<file path="src/rtl/button_pkg.sv">
// button_pkg: clk_mode encoding and small constant helpers shared by the
// button_event_unit files.
package button_pkg;

  typedef logic [1:0] mode_t;

  localparam mode_t MODE_NORMAL   = 2'd0;
  localparam mode_t MODE_SET_TIME = 2'd1;
  localparam mode_t MODE_ALARM    = 2'd2;
  localparam mode_t MODE_SET_DATE = 2'd3;

  function automatic int max_int(input int a, input int b);
    return (a > b) ? a : b;
  endfunction

  // Bits needed to hold the values 0..max_val (never less than one bit).
  function automatic int width_for(input int max_val);
    return (max_val < 2) ? 1 : $clog2(max_val + 1);
  endfunction

endpackage

</file>
<file path="src/rtl/button_event_unit_if.sv">
// button_event_unit_if: pin-side and event-side signals of button_event_unit.
// master = board/consumer side, slave = the button unit itself.
interface button_event_unit_if
  import button_pkg::*;
#(
  parameter int N_BTN = 7
);
  logic [N_BTN-1:0] pButton;
  logic [N_BTN-1:0] sButton;
  logic [N_BTN-1:0] vPress;
  logic [N_BTN-1:0] vRelease;
  logic [N_BTN-1:0] vHold;
  mode_t            clk_mode;

  modport master (output pButton, input sButton, vPress, vRelease, vHold, clk_mode);
  modport slave  (input pButton, output sButton, vPress, vRelease, vHold, clk_mode);
endinterface

</file>
<file path="src/rtl/button_channel.sv">
// button_channel: one push-button pin. Two-flop synchroniser, tick-sampled
// agreement debounce, hold counter and registered press/release/hold pulses.
// With BTN_AUTOREPEAT_EN defined, non-mode channels also re-fire vPress at the
// hold point and then every REPEAT_TICKS ticks while the button stays down.
module button_channel
  import button_pkg::*;
#(
  parameter int STABLE_SAMPLES = 3,
  parameter int HOLD_TICKS     = 200,
  parameter int REPEAT_TICKS   = 40
`ifdef BTN_AUTOREPEAT_EN
  , parameter bit IS_MODE      = 1'b0
`endif
) (
  input  logic mclk,
  input  logic rst,
  input  logic i_tick,
  input  logic i_pin,
  output logic o_level,
  output logic o_press,
  output logic o_release,
  output logic o_hold
);
  localparam int HOLD_MAX = max_int(HOLD_TICKS, REPEAT_TICKS) + 1;
  localparam int HW       = width_for(HOLD_MAX);
  localparam logic [HW-1:0] L_HOLD_MAX  = HW'(HOLD_MAX);
  localparam logic [HW-1:0] L_HOLD_LAST = HW'(HOLD_TICKS - 1);
  localparam logic [3:0]    L_STABLE    = 4'(STABLE_SAMPLES);

  logic          r_sync1, r_sync2, r_level;
  logic          r_press, r_release, r_hold;
  logic [3:0]    r_agree;
  logic [HW-1:0] r_hold_cnt;
  logic [3:0]    w_agree_inc;
  logic          w_flip, w_hold_hit, w_press_evt;

  // Debounce decision and hold-threshold detection for the current cycle.
  always_comb begin
    w_agree_inc = (r_agree == 4'hF) ? 4'hF : r_agree + 4'd1;
    w_flip      = i_tick && (r_sync2 != r_level) && (w_agree_inc == L_STABLE);
    w_hold_hit  = i_tick && r_level && (r_hold_cnt == L_HOLD_LAST);
  end

`ifdef BTN_AUTOREPEAT_EN
  localparam int RW = width_for(REPEAT_TICKS);
  localparam logic [RW-1:0] L_REP_LAST   = RW'(REPEAT_TICKS - 1);
  localparam logic [HW-1:0] L_HOLD_TICKS = HW'(HOLD_TICKS);

  logic [RW-1:0] r_rep_cnt;
  logic          w_past_hold, w_rep_hit;

  // Press sources: debounced rise, plus hold point and repeat period off mode keys.
  always_comb begin
    w_past_hold = r_level && (r_hold_cnt >= L_HOLD_TICKS);
    w_rep_hit   = i_tick && w_past_hold && (r_rep_cnt == L_REP_LAST);
    w_press_evt = (w_flip && !r_level) || (!IS_MODE && (w_hold_hit || w_rep_hit));
  end

  // Repeat phase counter: restarts at each hold point and each repeat pulse.
  always_ff @(posedge mclk or posedge rst) begin
    if (rst) begin
      r_rep_cnt <= '0;
    end else if (!r_level || w_hold_hit || w_rep_hit) begin
      r_rep_cnt <= '0;
    end else if (i_tick && w_past_hold) begin
      r_rep_cnt <= r_rep_cnt + RW'(1);
    end else begin
      r_rep_cnt <= r_rep_cnt;
    end
  end
`else
  // Without auto-repeat, a press is only ever a debounced rise.
  always_comb w_press_evt = w_flip && !r_level;
`endif

  // Synchroniser, agreement counter, debounced level, hold counter and pulses.
  always_ff @(posedge mclk or posedge rst) begin
    if (rst) begin
      r_sync1    <= 1'b0;
      r_sync2    <= 1'b0;
      r_level    <= 1'b0;
      r_agree    <= 4'd0;
      r_hold_cnt <= '0;
      r_press    <= 1'b0;
      r_release  <= 1'b0;
      r_hold     <= 1'b0;
    end else begin
      r_sync1 <= i_pin;
      r_sync2 <= r_sync1;
      if (i_tick) begin
        r_agree <= ((r_sync2 == r_level) || w_flip) ? 4'd0 : w_agree_inc;
      end
      if (w_flip) begin
        r_level <= !r_level;
      end
      if (!r_level) begin
        r_hold_cnt <= '0;
      end else if (i_tick && (r_hold_cnt != L_HOLD_MAX)) begin
        r_hold_cnt <= r_hold_cnt + HW'(1);
      end
      r_press   <= w_press_evt;
      r_release <= w_flip && r_level;
      r_hold    <= w_hold_hit;
    end
  end

  assign o_level   = r_level;
  assign o_press   = r_press;
  assign o_release = r_release;
  assign o_hold    = r_hold;
endmodule

</file>
<file path="src/rtl/button_event_unit.sv">
// button_event_unit: N_BTN debounced push-button front end with press,
// release, long-press (and, with BTN_AUTOREPEAT_EN, auto-repeat) pulses and
// the clock-mode state machine driven by the Set and Alarm channels.
module button_event_unit
  import button_pkg::*;
#(
  parameter int N_BTN          = 7,
  parameter int MFREQ_KHZ      = 1,
  parameter int DEBOUNCE_MS    = 5,
  parameter int STABLE_SAMPLES = 3,
  parameter int HOLD_MS        = 1000,
  parameter int REPEAT_MS      = 200,
  parameter int SET_IDX        = 2,
  parameter int ALARM_IDX      = 1
) (
  input  logic                mclk,
  input  logic                rst,
  button_event_unit_if.slave  bus
);
  localparam int TICK         = MFREQ_KHZ * DEBOUNCE_MS;
  localparam int HOLD_TICKS   = HOLD_MS / DEBOUNCE_MS;
  localparam int REPEAT_TICKS = REPEAT_MS / DEBOUNCE_MS;
  localparam int TW           = width_for(TICK - 1);
  localparam logic [TW-1:0] L_TICK_LAST = TW'(TICK - 1);

  logic [TW-1:0]    r_tick_cnt;
  logic             w_tick;
  logic [N_BTN-1:0] w_level, w_press, w_release, w_hold;
  mode_t            r_mode;

  assign w_tick = (r_tick_cnt == L_TICK_LAST);

  // Shared sample-period counter, wrapping after TICK cycles.
  always_ff @(posedge mclk or posedge rst) begin
    if (rst) begin
      r_tick_cnt <= '0;
    end else if (w_tick) begin
      r_tick_cnt <= '0;
    end else begin
      r_tick_cnt <= r_tick_cnt + TW'(1);
    end
  end

  for (genvar g = 0; g < N_BTN; g++) begin : g_ch
    button_channel #(
      .STABLE_SAMPLES (STABLE_SAMPLES),
      .HOLD_TICKS     (HOLD_TICKS),
      .REPEAT_TICKS   (REPEAT_TICKS)
`ifdef BTN_AUTOREPEAT_EN
      , .IS_MODE      ((g == SET_IDX) || (g == ALARM_IDX))
`endif
    ) u_ch (
      .mclk      (mclk),
      .rst       (rst),
      .i_tick    (w_tick),
      .i_pin     (bus.pButton[g]),
      .o_level   (w_level[g]),
      .o_press   (w_press[g]),
      .o_release (w_release[g]),
      .o_hold    (w_hold[g])
    );
  end

  // Mode FSM. Mode channels never auto-repeat, so their vPress is always a
  // debounced rise; Set takes priority when both rise together.
  always_ff @(posedge mclk or posedge rst) begin
    if (rst) begin
      r_mode <= MODE_NORMAL;
    end else if (w_press[SET_IDX]) begin
      case (r_mode)
        MODE_NORMAL:   r_mode <= MODE_SET_TIME;
        MODE_SET_TIME: r_mode <= MODE_SET_DATE;
        MODE_SET_DATE: r_mode <= MODE_NORMAL;
        MODE_ALARM:    r_mode <= MODE_ALARM;
        default:       r_mode <= MODE_NORMAL;
      endcase
    end else if (w_press[ALARM_IDX]) begin
      case (r_mode)
        MODE_NORMAL:   r_mode <= MODE_ALARM;
        MODE_ALARM:    r_mode <= MODE_NORMAL;
        MODE_SET_TIME: r_mode <= MODE_SET_TIME;
        MODE_SET_DATE: r_mode <= MODE_SET_DATE;
        default:       r_mode <= MODE_NORMAL;
      endcase
    end else begin
      r_mode <= r_mode;
    end
  end

  assign bus.sButton  = w_level;
  assign bus.vPress   = w_press;
  assign bus.vRelease = w_release;
  assign bus.vHold    = w_hold;
  assign bus.clk_mode = r_mode;
endmodule

</file>
<file path="src/flat_wrapper.sv">
// flat-port wrapper written by rule: the top's interface ports become plain ports
module button_event_unit_flat import button_pkg::*;
#(
  parameter int N_BTN          = 7,
  parameter int MFREQ_KHZ      = 1,
  parameter int DEBOUNCE_MS    = 5,
  parameter int STABLE_SAMPLES = 3,
  parameter int HOLD_MS        = 1000,
  parameter int REPEAT_MS      = 200,
  parameter int SET_IDX        = 2,
  parameter int ALARM_IDX      = 1
)
  (mclk, rst, bus_pButton, bus_sButton, bus_vPress, bus_vRelease, bus_vHold, bus_clk_mode);
  button_event_unit_if #(.N_BTN(N_BTN)) bus_i ();
  input  logic mclk;
  input  logic rst;
  input wire logic [$bits(bus_i.pButton)-1:0] bus_pButton;
  output wire logic [$bits(bus_i.sButton)-1:0] bus_sButton;
  output wire logic [$bits(bus_i.vPress)-1:0] bus_vPress;
  output wire logic [$bits(bus_i.vRelease)-1:0] bus_vRelease;
  output wire logic [$bits(bus_i.vHold)-1:0] bus_vHold;
  output wire logic [$bits(bus_i.clk_mode)-1:0] bus_clk_mode;
  assign bus_i.pButton = bus_pButton;
  assign bus_sButton = bus_i.sButton;
  assign bus_vPress = bus_i.vPress;
  assign bus_vRelease = bus_i.vRelease;
  assign bus_vHold = bus_i.vHold;
  assign bus_clk_mode = bus_i.clk_mode;
  button_event_unit #(.N_BTN(N_BTN), .MFREQ_KHZ(MFREQ_KHZ), .DEBOUNCE_MS(DEBOUNCE_MS), .STABLE_SAMPLES(STABLE_SAMPLES), .HOLD_MS(HOLD_MS), .REPEAT_MS(REPEAT_MS), .SET_IDX(SET_IDX), .ALARM_IDX(ALARM_IDX)) u_core (.mclk(mclk), .rst(rst), .bus(bus_i));
endmodule
</file>
<file path="config.mk">
export PLATFORM = sky130hd
export DESIGN_NAME = button_event_unit_flat
export DESIGN_NICKNAME = d
export VERILOG_FILES = /design/src/rtl/button_pkg.sv /design/src/rtl/button_event_unit_if.sv /design/src/rtl/button_channel.sv /design/src/rtl/button_event_unit.sv /design/src/flat_wrapper.sv
export SDC_FILE = /design/constraint.sdc
export NUM_CORES = 1
export LEC_CHECK = 0
export CAP_MARGIN = 20
export CELL_PAD_IN_SITES_DETAIL_PLACEMENT = 1
export CELL_PAD_IN_SITES_GLOBAL_PLACEMENT = 1
export CORE_ASPECT_RATIO = 0.9
export CORE_UTILIZATION = 51
export CTS_CLUSTER_SIZE = 30
export DETAILED_ROUTE_END_ITERATION = 10
export PLACE_DENSITY_LB_ADDON = 0.1
export SYNTH_ARGS = -nofsm -noshare
export SYNTH_HDL_FRONTEND = slang
export SYNTH_SLANG_ARGS = --single-unit
</file>
<file path="constraint.sdc">
create_clock -name mclk -period 10.45 [get_ports mclk]
set_input_delay 1.045 -clock mclk [delete_from_list [all_inputs] [get_ports mclk]]
set_output_delay 1.045 -clock mclk [all_outputs]
set_load 0.01 [all_outputs]
</file>
* Yosys cells after proc, flatten, opt, wreduce, memory -nomap -nowiden
Cells that the tools add are included.
** Storage, ports and cells
- Bits in read-only memories :: 0
- Output and inout bits :: 30
- Bits in latches :: 0
- RAM bits :: 0
- Flip-flop bits (word level) :: 131
- Input port bits :: 9
- Memories :: 0
- Logic and storage cells :: 224
** Operators by class
- Div/mod/pow operators :: 0
- Shifts and indexed selects :: 0
- Equal/unequal tests :: 53
- Muxes and demuxes :: 33
- Order comparisons :: 0
- Multiply operators :: 0
- Reduce and logical (&&, ||, !) cells :: 65
- Bitwise gates (word level) :: 0
- Add/subtract/negate cells :: 15
** Operators with widths (number)
- 8-bit 2-to-1 mux :: 14
- 8-bit by 1-bit adder with 8-bit output (second input constant) :: 7
- 8-bit == test (second input constant) :: 7
- 4-bit 2-to-1 mux :: 14
- 8-bit inequality test (second input constant) :: 7
- 1-bit logical AND :: 49
- 4-bit by 1-bit adder with 4-bit output (second input constant) :: 7
- 4-bit by 2-bit == test with 1-bit output (second input constant) :: 7
- 4-bit == test (second input constant) :: 7
- 2-bit one-hot mux with 4 select lines :: 2
- 2-bit by 1-bit inequality test with 1-bit output (second input constant) :: 7
- 1-bit == test :: 7
- 1-bit logical NOT :: 7
- 1-bit logical OR :: 7
- 1-bit inequality test :: 7
- 2-bit == test (second input constant) :: 2
- 2-bit 2-to-1 mux :: 2
- 3-bit by 1-bit adder with 3-bit output (second input constant) :: 1
- 3-bit == test (second input constant) :: 1
- 3-bit 2-to-1 mux :: 1
- 2-bit by 1-bit == test with 1-bit output (second input constant) :: 1
- 2-bit logical NOT :: 1
- 2-bit nonzero test :: 1

* Logic depth before layout (Yosys ltp)
- Word-level depth :: 6
- Mapped depth :: 8
- Mapped depth without buffers :: 5

* Cells and area by module
From an unflattened synthesis, not the netlist that was laid out.
** Second synthesis, totals
- Cells, all modules :: 607
- Area total of the unflattened synthesis :: 6388.6 µm²
** Modules (own cells, without submodules)
- button_channel :: area an instance 880.8 µm², cells each 84, instances 7, sequential area each 450.4 µm²
- button_event_unit :: area an instance 222.7 µm², cells each 19, instances 1, sequential area each 125.1 µm²

* Worst setup path before layout
Ideal clock, no wire load.
- Kind :: register to output
- From :: register u_core.g_ch[1].u_ch.r_level
- To :: output port bus_sButton[1]
- Arrival time :: 0.575 ns
- Required time :: 9.405 ns
- Path buffers :: 1
- Cell stages (with the launch flop) :: 2
- Setup slack :: 8.830 ns
- Path through :: dfrtp_1 > buf_4
** RTL lines
- start: declaration :: line button_channel.sv:30 : logic r_sync1, r_sync2, r_level;
- start signal: assignment :: line button_channel.sv:94 : r_level <= !r_level;
- end: declaration :: line flat_wrapper.sv:18 : output wire logic [$bits(bus_i.sButton)-1:0] bus_sButton;
No word-level cell between the ends.

* Worst setup path in the final report
- From :: register u_core.g_ch[1].u_ch.r_level
- To :: output port bus_sButton[1]
No word-level cell between the ends.

==> report_table.html <==
<table>
<tr><th>Metric</th><th>Value</th></tr>
<tr><th colspan="2">Clock tree</th></tr>
<tr><td>Maximum clock insertion buffer count</td><td>2</td></tr>
<tr><td>Hold-fix buffer count after cts</td><td>0</td></tr>
<tr><td>Clock Pin Slew Worst Setup and Hold Paths</td><td>0.06 ns</td></tr>
<tr><td>Post-CTS resize count</td><td>0</td></tr>
<tr><td>Setup Fix Bufs, Post-CTS</td><td>0</td></tr>
<tr><td>Number of H-tree levels</td><td>4</td></tr>
<tr><td>Sink count of the clock tree</td><td>131</td></tr>
<tr><td>Number of buffers inserted during clock tree synthesis</td><td>17</td></tr>
<tr><td>Clock Tree Root</td><td>sky130_fd_sc_hd__clkbuf_16</td></tr>
<tr><td>CTS tree</td><td>built</td></tr>
<tr><td>Insertion delay to the later sink of the worst-skew pair</td><td>0.43 ns</td></tr>
<tr><th colspan="2">Logic synthesis</th></tr>
<tr><td>Area share of the largest cell type after synthesis</td><td>0.4913</td></tr>
<tr><td>Most numerous cell types in the synthesized netlist</td><td>sky130_fd_sc_hd__dfrtp_1 (131), sky130_fd_sc_hd__a21oi_1 (53), sky130_fd_sc_hd__nand3_1 (47)</td></tr>
<tr><td>Ys async rst share</td><td>1.000</td></tr>
<tr><td>Synthesized net count</td><td>678</td></tr>
<tr><td>Mean post-synth cell area</td><td>10.33 µm²</td></tr>
<tr><td>Library cell with the highest instance count after synthesis</td><td>sky130_fd_sc_hd__dfrtp_1</td></tr>
<tr><td>Post-synth EDFFs</td><td>0</td></tr>
<tr><td>Flip-flop cell with the highest count after synthesis</td><td>sky130_fd_sc_hd__dfrtp_1</td></tr>
<tr><td>Flip-flop and latch count after synthesis</td><td>131</td></tr>
<tr><td>Number of cells produced by synthesis</td><td>646</td></tr>
<tr><td>Biggest area contributors in the synthesized netlist</td><td>sky130_fd_sc_hd__dfrtp_1 (49%), sky130_fd_sc_hd__ha_1 (4.3%), sky130_fd_sc_hd__a21oi_1 (4.0%)</td></tr>
<tr><td>Cell taking the most area after synthesis</td><td>sky130_fd_sc_hd__dfrtp_1</td></tr>
<tr><td>Count of warnings emitted by yosys</td><td>0</td></tr>
<tr><td>Cell area after synthesis</td><td>6673 µm²</td></tr>
<tr><td>Part of the Yosys area used for sequential elements</td><td>0.4913</td></tr>
<tr><td>Library cells used by synthesis</td><td>41</td></tr>
<tr><th colspan="2">Routing</th></tr>
<tr><td>Routed length per instance</td><td>17.79 µm</td></tr>
<tr><td>Routed vias/inst</td><td>5.871</td></tr>
<tr><td>Total Wirelength</td><td>14760 µm</td></tr>
<tr><td>Initial drt markers</td><td>261</td></tr>
<tr><td>DR DRC count</td><td>0</td></tr>
<tr><td>Residual antenna-violating net count after detailed routing</td><td>0</td></tr>
<tr><td>Via count</td><td>4873</td></tr>
<tr><td>First drt pass iteration count</td><td>4</td></tr>
<tr><th colspan="2">Placed design</th></tr>
<tr><td>Half-perimeter wire length after detailed placement</td><td>9512 µm</td></tr>
<tr><td>GPL Wtd Cong</td><td>0.7738</td></tr>
<tr><td>Total of buffers placed on input and output ports</td><td>38</td></tr>
<tr><th colspan="2">Pwr</th></tr>
<tr><td>Total leakage power</td><td>3.171 nW</td></tr>
<tr><td>Max IR drop VDD</td><td>0.1740 mV</td></tr>
<tr><td>Pwr Density</td><td>210.9 nW/µm²</td></tr>
<tr><td>Power Total</td><td>1.587 mW</td></tr>
<tr><th colspan="2">Timing</th></tr>
<tr><td>Least-Margin Pin Slew</td><td>0.8900 ns</td></tr>
<tr><td>Min Tclk post-route</td><td>2.894 ns</td></tr>
<tr><td>Max Transition Viols Final</td><td>0</td></tr>
<tr><td>Setup total negative slack</td><td>0 ns</td></tr>
<tr><td>Clock skew</td><td>0.01140 ns</td></tr>
<tr><td>Worst slew slack as a fraction of its limit</td><td>0.4066</td></tr>
<tr><td>RSZ-0062 raised after global routing</td><td>no</td></tr>
<tr><td>Achievable Freq</td><td>345.6 MHz</td></tr>
<tr><td>Final hold violations</td><td>0</td></tr>
<tr><td>Final number of setup-violating endpoints</td><td>0</td></tr>
<tr><td>Ratio of final minimum period to clock period</td><td>0.2769</td></tr>
<tr><th colspan="2">Cells and area</th></tr>
<tr><td>Area of the multi-input gates</td><td>2910 µm²</td></tr>
<tr><td>Number of nets at the end of the flow</td><td>685</td></tr>
<tr><td>Synth-to-layout area growth</td><td>12.77%</td></tr>
<tr><td>Number of filler instances in the final layout</td><td>1355</td></tr>
<tr><td>Total area of sequential cells</td><td>3278 µm²</td></tr>
<tr><td>Antenna Cells</td><td>0</td></tr>
<tr><td>Fraction of layout instances using a drive strength above 1</td><td>0.07508</td></tr>
<tr><th colspan="2">Critical path</th></tr>
<tr><td>Setup crit start kind</td><td>flop</td></tr>
<tr><td>Signal arrival time at the worst endpoint</td><td>1.85 ns</td></tr>
<tr><td>CP Data Required Time</td><td>9.41 ns</td></tr>
<tr><td>Largest stage delay on the critical path</td><td>0.76 ns</td></tr>
<tr><td>Chain of cells forming the critical path</td><td>clkdlybuf4s50_1</td></tr>
<tr><td>CP max-delay cell</td><td>sky130_fd_sc_hd__dfrtp_1</td></tr>
<tr><td>Critical Path Sink Type</td><td>output pin</td></tr>
<tr><td>Maximum fanout along the worst path</td><td>17</td></tr>
<tr><td>Bufs and invs on worst path</td><td>1</td></tr>
<tr><td>Path type of the worst setup path</td><td>flop to output pin</td></tr>
<tr><td>CP delay by family, top</td><td>flip-flops</td></tr>
<tr><th colspan="2">Outcome</th></tr>
<tr><td>Outcome</td><td>finished, final reports clean</td></tr>
<tr><th colspan="2">Hold path</th></tr>
<tr><td>Worst hold-check path type</td><td>flop to flop</td></tr>
<tr><th colspan="2">GRT</th></tr>
<tr><td>Via count of the first global-routing pass</td><td>5311</td></tr>
<tr><td>Maximum number of pins on one net before global-route repair</td><td>78</td></tr>
<tr><td>Global Route Usage Sum</td><td>0.2420</td></tr>
<tr><td>Wire length of the first global-routing pass</td><td>25660 µm</td></tr>
<tr><td>Grt total ovfl</td><td>0</td></tr>
<tr><td>Antenna violations before repair</td><td>0</td></tr>
<tr><th colspan="2">Die</th></tr>
<tr><td>Horiz. Die Dim</td><td>122.6 µm</td></tr>
<tr><td>Standard-cell rows</td><td>39</td></tr>
<tr><td>Initial standard-cell utilization of the core</td><td>0.5239</td></tr>
<tr><td>Core area</td><td>12740 µm²</td></tr>
<tr><td>I/O pin total</td><td>39</td></tr>
<tr><td>Y dimension of the die</td><td>110.5 µm</td></tr>
<tr><td>Area of the die</td><td>13550 µm²</td></tr>
<tr><th colspan="2">Job</th></tr>
<tr><td>Max-Cap Viols</td><td>0</td></tr>
</table>
stage by stage:
step | utilization | area, µm² | hold WS (ns) | setup slack [ns] | instances
final | 0.5908 | 7525 | 0.3487 | 7.556 | 830
after CTS | 0.5908 | 7525 | 0.3526 | 7.514 | 830
after floorplan | - | 6673 | 0.3312 | 5.907 | 646
after global routing | 0.5908 | 7525 | 0.3531 | 7.475 | 830
after detailed placement | 0.5445 | 6934 | 0.3394 | 7.375 | 798
after global placement | 0.5445 | 6934 | 0.3320 | 7.407 | 798
area by class of cell:
type	instances	share of cell area
multi-input combinational	425	0.3868
inverter	38	0.01929
sequential	131	0.4356
clock inverter	9	0.01363
timing repair buffer	40	0.05254
clock buffer	23	0.06485
tap	164	0.02727
flip-flops by register name (all words and copies together), names as in the netlist, named ones only:
register                     count
u_core.bus.clk_mode              1
u_core.g_ch.u_ch.r_sync2         7
u_core.g_ch.u_ch.r_agree        28
u_core.r_tick_cnt                3
u_core.g_ch.u_ch.o_release       7
u_core.g_ch.u_ch.o_level         7
u_core.g_ch.u_ch.r_sync1         7
u_core.g_ch.u_ch.o_press         7
u_core.g_ch.u_ch.o_hold          7
u_core.g_ch.u_ch.r_hold_cnt     56
layer usage:
layer | vias up | global-route usage | routed length [µm]
met5 | - | 0 | 0
met4 | 0 | 0.07724 | 150
met3 | 15 | 0.05940 | 414
met2 | 55 | 0.3981 | 7684
met1 | 2478 | 0.3108 | 6514
li1 | 2325 | - | -
logic make-up after synthesis:
group / Yosys count / share of synthesized area
flip-flops: 131 / 0.4913
adder cells (fa/ha/maj): 23 / 0.04313
XOR/XNOR: 15 / 0.01969
AO/OA/AOI/OAI: 157 / 0.1541
AND/OR/NAND/NOR: 204 / 0.1787
buffers and inverters: 90 / 0.07257
multiplexers: 26 / 0.04050
cell usage in the layout, fill, tap and decap left out, types with 3 or more instances in the layout:
cell,netlist,layout
sky130_fd_sc_hd__a21boi_0,19,19
sky130_fd_sc_hd__a21boi_1,3,3
sky130_fd_sc_hd__a21oi_1,53,53
sky130_fd_sc_hd__a22o_1,14,14
sky130_fd_sc_hd__a2bb2oi_1,6,6
sky130_fd_sc_hd__a311o_1,7,7
sky130_fd_sc_hd__a41oi_1,7,7
sky130_fd_sc_hd__and4bb_2,4,4
sky130_fd_sc_hd__clkbuf_16,0,17
sky130_fd_sc_hd__clkbuf_8,0,4
sky130_fd_sc_hd__clkdlybuf4s50_1,0,38
sky130_fd_sc_hd__clkinv_2,0,4
sky130_fd_sc_hd__clkinvlp_4,0,3
sky130_fd_sc_hd__dfrtp_1,131,131
sky130_fd_sc_hd__ha_1,23,23
sky130_fd_sc_hd__inv_1,38,37
sky130_fd_sc_hd__mux2_2,8,8
sky130_fd_sc_hd__mux2i_1,18,18
sky130_fd_sc_hd__nand2_1,41,41
sky130_fd_sc_hd__nand2b_1,23,23
sky130_fd_sc_hd__nand3_1,47,47
sky130_fd_sc_hd__nand4_1,7,7
sky130_fd_sc_hd__nor2_1,8,8
sky130_fd_sc_hd__nor3_1,8,8
sky130_fd_sc_hd__nor3b_1,18,18
sky130_fd_sc_hd__nor4_1,3,3
sky130_fd_sc_hd__nor4bb_1,5,5
sky130_fd_sc_hd__o21ai_0,29,29
sky130_fd_sc_hd__o31ai_1,15,15
sky130_fd_sc_hd__or3_1,17,17
sky130_fd_sc_hd__or4_1,15,15
sky130_fd_sc_hd__xnor2_1,9,9
sky130_fd_sc_hd__xor2_1,6,6
path summary, 6_finish.rpt:
path	from	endpoint	slack, ns	cells past startpoint
worst min register to register	u_core.g_ch[2].u_ch.r_sync1$_DFF_PP0_	u_core.g_ch[2].u_ch.r_sync2$_DFF_PP0_	0.35	0
worst max-delay path	u_core.g_ch[1].u_ch.o_level$_DFFE_PP0P_	bus_sButton[1]	7.56	1
max in group asynchronous	rst	u_core.g_ch[0].u_ch.r_agree[1]$_DFFE_PP0N_	7.95	3
min in group asynchronous	rst	u_core.g_ch[2].u_ch.r_sync2$_DFF_PP0_	1.10	2
worst min-delay path	u_core.g_ch[2].u_ch.r_sync1$_DFF_PP0_	u_core.g_ch[2].u_ch.r_sync2$_DFF_PP0_	0.35	0
worst max register to register	u_core.r_tick_cnt[0]$_DFF_PP0_	u_core.g_ch[6].u_ch.r_hold_cnt[5]$_DFFE_PP0P_	7.69	5
report_power, final:
group	switching, mW	internal (mW)	leakage, nW	total (mW)
clock	0.220	0.374	0.285	0.594
combinational	0.172	0.170	1.12	0.342
sequential	0.0921	0.559	1.76	0.651
Power figures use the tool's default switching activity.
